File: src/rtl/key_pkg.sv
// Shared definitions for the push-button conditioning blocks: channel state
// encoding and the default qualification length (1 ms at 20 MHz).
package key_pkg;

  localparam int CNT_MAX_DEFAULT = 20000;

  typedef enum logic [1:0] {
    ST_RELEASED     = 2'd0,
    ST_PRESS_WAIT   = 2'd1,
    ST_PRESSED      = 2'd2,
    ST_RELEASE_WAIT = 2'd3
  } key_state_t;

endpackage

File: src/rtl/key_debounce_ch.sv
// One button channel: 2-flop synchronizer, qualification counter, debounce
// state machine and the press-driven toggle latch. All outputs are registered.
module key_debounce_ch
  import key_pkg::*;
#(
  parameter int CNT_MAX = CNT_MAX_DEFAULT
) (
  input  logic clk,
  input  logic rst,
  input  logic key_raw,
  output logic key_stable,
  output logic key_press,
  output logic key_release,
  output logic key_toggle
);

  localparam int CW = (CNT_MAX > 2) ? $clog2(CNT_MAX) : 1;
  localparam logic [CW-1:0] CNT_LAST = CW'(CNT_MAX - 1);

  logic          sync1;
  logic          s;
  key_state_t    state;
  key_state_t    state_nxt;
  logic [CW-1:0] cnt;
  logic [CW-1:0] cnt_nxt;
  logic          press_nxt;
  logic          release_nxt;

  always_ff @(posedge clk or posedge rst) begin
    if (rst) begin
      sync1 <= 1'b0;
      s     <= 1'b0;
    end else begin
      sync1 <= key_raw;
      s     <= sync1;
    end
  end

  // State register; the pulses, stable level and toggle are registered here
  // too so nothing downstream sees a combinational path from the raw pin.
  always_ff @(posedge clk or posedge rst) begin
    if (rst) begin
      state       <= ST_RELEASED;
      cnt         <= '0;
      key_press   <= 1'b0;
      key_release <= 1'b0;
      key_stable  <= 1'b0;
      key_toggle  <= 1'b0;
    end else begin
      state       <= state_nxt;
      cnt         <= cnt_nxt;
      key_press   <= press_nxt;
      key_release <= release_nxt;
      if (press_nxt)
        key_stable <= 1'b1;
      else if (release_nxt)
        key_stable <= 1'b0;
      if (press_nxt)
        key_toggle <= ~key_toggle;
    end
  end

  always_comb begin
    state_nxt = state;
    cnt_nxt   = cnt;
    case (state)
      ST_RELEASED: begin
        if (s) begin
          state_nxt = ST_PRESS_WAIT;
          cnt_nxt   = '0;
        end
      end
      ST_PRESS_WAIT: begin
        if (!s)
          state_nxt = ST_RELEASED;
        else if (cnt == CNT_LAST)
          state_nxt = ST_PRESSED;
        else
          cnt_nxt = cnt + CW'(1);
      end
      ST_PRESSED: begin
        if (!s) begin
          state_nxt = ST_RELEASE_WAIT;
          cnt_nxt   = '0;
        end
      end
      ST_RELEASE_WAIT: begin
        if (s)
          state_nxt = ST_PRESSED;
        else if (cnt == CNT_LAST)
          state_nxt = ST_RELEASED;
        else
          cnt_nxt = cnt + CW'(1);
      end
      default: begin
        state_nxt = ST_RELEASED;
        cnt_nxt   = '0;
      end
    endcase
  end

  // Pulses fire on the edge that completes qualification in either direction.
  always_comb begin
    press_nxt   = (state == ST_PRESS_WAIT) && s && (cnt == CNT_LAST);
    release_nxt = (state == ST_RELEASE_WAIT) && !s && (cnt == CNT_LAST);
  end

endmodule

File: src/rtl/key_debounce_toggle.sv
// Push-button conditioning for the key/switch LED display: N_KEYS independent
// debounced channels; key_toggle feeds the display's key nibble.
module key_debounce_toggle
  import key_pkg::*;
#(
  parameter int N_KEYS  = 4,
  parameter int CNT_MAX = CNT_MAX_DEFAULT
) (
  input  logic              clk,
  input  logic              rst,
  input  logic [N_KEYS-1:0] key_raw,
  output logic [N_KEYS-1:0] key_stable,
  output logic [N_KEYS-1:0] key_press,
  output logic [N_KEYS-1:0] key_release,
  output logic [N_KEYS-1:0] key_toggle
);

  for (genvar i = 0; i < N_KEYS; i++) begin : g_ch
    key_debounce_ch #(
      .CNT_MAX(CNT_MAX)
    ) u_ch (
      .clk        (clk),
      .rst        (rst),
      .key_raw    (key_raw[i]),
      .key_stable (key_stable[i]),
      .key_press  (key_press[i]),
      .key_release(key_release[i]),
      .key_toggle (key_toggle[i])
    );
  end

endmodule

File: config.mk
export PLATFORM = sky130hd
export DESIGN_NAME = key_debounce_toggle
export DESIGN_NICKNAME = d
export VERILOG_FILES = /design/src/rtl/key_pkg.sv /design/src/rtl/key_debounce_ch.sv /design/src/rtl/key_debounce_toggle.sv
export SDC_FILE = /design/constraint.sdc
export NUM_CORES = 1
export LEC_CHECK = 0
export ABC_AREA = 1
export CAP_MARGIN = 30
export CORE_MARGIN = 2
export CORE_UTILIZATION = 35
export DETAILED_ROUTE_END_ITERATION = 8
export SLEW_MARGIN = 10
export SYNTH_ARGS = -nofsm -noshare
export SYNTH_HDL_FRONTEND = slang
export SYNTH_SLANG_ARGS = --single-unit
File: constraint.sdc
create_clock -name clk -period 8 [get_ports clk]
set_input_delay 1.6 -clock clk [delete_from_list [all_inputs] [get_ports clk]]
set_output_delay 1.6 -clock clk [all_outputs]
set_load 0.02 [all_outputs]
==> flow_summary.json <==
{
  "postSynthCellCount": 688,
  "pin_count": 22,
  "yosysSeqAreaShare_pct": 45.1,
  "cts_root_buf": "clkbuf_16",
  "cts_tree": "yes",
  "ant_nets": 0,
  "via_per_inst": 4.77,
  "grt_max_degree": 71,
  "max_stage_delay_ns": 0.61,
  "initial_core_util_pct": 35.5,
  "drc_errors": 0,
  "post_cts.repair.setup_buffers": 0,
  "path_buf_inv": 1,
  "overflow": 0,
  "whs_ns": 0.347,
  "multiInputGateArea_um2": 2340,
  "ys_warn_count": 0,
  "crit_type": "reg -> out",
  "wl_per_cell_um": 11.4,
  "dp_hpwl_um": 6970,
  "drive_gt1_share_pct": 4.89,
  "synth_seq_cells": 92,
  "fin_crit_ns": 2.91,
  "crit_chain": "clkdlybuf4s50_1",
  "num_vias": 4196,
  "arrival_ns": 1.31,
  "synthesis.nets": 698,
  "worst_slew_pin_slew_ns": 0.883,
  "die_area_um2": 15600,
  "syn_to_final_growth_pct": 11.1,
  "avgSynthCellArea_um2": 7.42,
  "finalPower_w": 0.000967,
  "slowest_stage": "clkdlybuf4s50_1",
  "core.rowCount": 44,
  "finalHoldViolations": 0,
  "grt_pass1_vias": 3975,
  "die_h_um": 125,
  "nets": 700,
  "status": "finished, final reports clean",
  "cellLeakagePower_nw": 2.46,
  "powerDensity_nw_per_um2": 170,
  "clockBufferDepth": 2,
  "fin_skew_ns": 0.00695,
  "postCtsResizedCells": 0,
  "grt_pass1_wl_um": 18000,
  "clk_pin_slew_worst_paths_ns": 0.06,
  "yosysUniqueCellTypes": 30,
  "antenna_found_initial": 0,
  "rsz0062_at_grt": "false",
  "drv_slew": 0,
  "core_um2": 14400,
  "vdd_ir_drop_max_mv": 0.105,
  "h-tree-depth": 3,
  "utilization_pct": 39.5,
  "drt_iter0_drc": 464,
  "min_path_type": "reg -> reg",
  "wirelength_um": 10000,
  "timing.final.crit_share_pct": 36.4,
  "worstSetupEndpointType": "primary output",
  "syn_area_um2": 5110,
  "diodes": 0,
  "final_cell_count_no_fill": 879,
  "port_buffers": 21,
  "nFillCells": 1446,
  "gp_congestion": 0.863,
  "maxCapViolCount": 0,
  "start_kind": "flip-flop",
  "grt_usage_pct": 13.7,
  "required_ns": 6.40,
  "dr.pass1.iters": 4,
  "crit_fanout": 2,
  "clock_latency_ns": 0.35,
  "cts-buffers-inserted": 9,
  "fmax_ghz": 0.343,
  "setup_viol": 0,
  "regArea_um2": 2300,
  "clock_sinks": 92,
  "crit_family": "buffers and inverters",
  "place_inst": 862,
  "slew_headroom_pct": 41.1,
  "die_w_um": 125,
  "hold_buffers": 0,
  "setup_tns_ns": 0
}
-- cells in the final DEF (no fill, tap or decap), drive strengths merged --
cell	n
nand3b	1
a21oi	2
xor2	18
bufinv	1
o21bai	11
dfrtp	92
o21ai	48
nor2	98
clkinvlp	3
clkbuf	11
or2	5
clkinv	2
nor3	1
xnor2	4
ha	4
nand3	70
nand2	212
clkdlybuf4s50	21
nand4	25
inv	64
buf	2
-- routing by layer --
metal	GRT usage, %	up-vias	part of all wire, %
li1	-	2185	-
met1	17.4	1948	49
met2	23.2	56	47
met3	3.39	7	3.3
met4	3.83	0	0.99
met5	0	-	0
-- power breakdown --
| part | total [W] | internal [W] | leakage, nW | switching, W |
|---|---|---|---|---|
| sequential | 0.000489 | 0.000475 | 1.25 | 0.0000142 |
| combinational | 0.0000434 | 0.0000137 | 1.07 | 0.0000298 |
| clock | 0.000434 | 0.000251 | 0.138 | 0.000182 |
-- layout make-up --
| class | instances | area share (%) |
|---|---|---|
| well taps | 184 | 4.06 |
| repair buffers | 23 | 4.32 |
| inverters | 65 | 4.41 |
| clock buffers | 11 | 4.28 |
| multi-input cells | 499 | 41.3 |
| flip-flops and latches | 92 | 40.6 |
| clock inverters | 5 | 1.08 |
-- cells by family after synthesis --
group           synth area share, %
simple gates                   34.3
buf+inv                        9.09
flops                          45.1
compound gates                 6.81
xor+xnor                       3.77
fa+ha+maj                     0.980
-- cell usage after synthesis (all sizes together) --
library cell | n | area [um^2]
dfrtp | 92 | 2300
clkbuf | 4 | 17.5
nand4 | 25 | 156
xor2 | 18 | 158
nor3 | 1 | 5.00
inv | 65 | 249
buf | 28 | 198
o21ai | 48 | 255
or2 | 5 | 31.3
nand2 | 212 | 801
o21bai | 11 | 82.6
xnor2 | 4 | 35.0
ha | 4 | 50.1
nand3b | 1 | 7.51
a21oi | 2 | 10.0
nand3 | 70 | 355
nor2 | 98 | 393
-- registers in the layout, summed over array words and instances, names as in the netlist, named ones only --
| signal | count |
|---|---|
| g_ch.u_ch.sync1 | 4 |
| g_ch.u_ch.s | 4 |
| g_ch.u_ch.key_release | 4 |
| g_ch.u_ch.state | 4 |
| g_ch.u_ch.key_press | 4 |
| g_ch.u_ch.key_stable | 4 |
| g_ch.u_ch.key_toggle | 4 |
| g_ch.u_ch.cnt | 60 |
-- path summary, 6_finish.rpt --
path | start | to | slack, ns | depth (start not counted)
max | g_ch[3].u_ch.key_stable | key_stable[3] | 5.09 | 1
min | g_ch[0].u_ch.sync1 | g_ch[0].u_ch.s | 0.35 | 0
max reg2reg | g_ch[0].u_ch.cnt[0] | g_ch[0].u_ch.cnt[5] | 5.75 | 9
min reg2reg | g_ch[0].u_ch.sync1 | g_ch[0].u_ch.s | 0.35 | 0
max in group asynchronous | rst | g_ch[1].u_ch.sync1 | 5.52 | 4
min in group asynchronous | rst | g_ch[0].u_ch.s | 1.56 | 2
-- per-stage QoR --
step	setup slack, ns	cell area [um^2]
2_1_floorplan	4.01	5110
3_3_place_gp	4.79	5340
3_5_place_dp	4.78	5340
4_1_cts	5.07	5640
5_1_grt	5.03	5670
6_report	5.09	5670
Power figures use the tool's default switching activity.
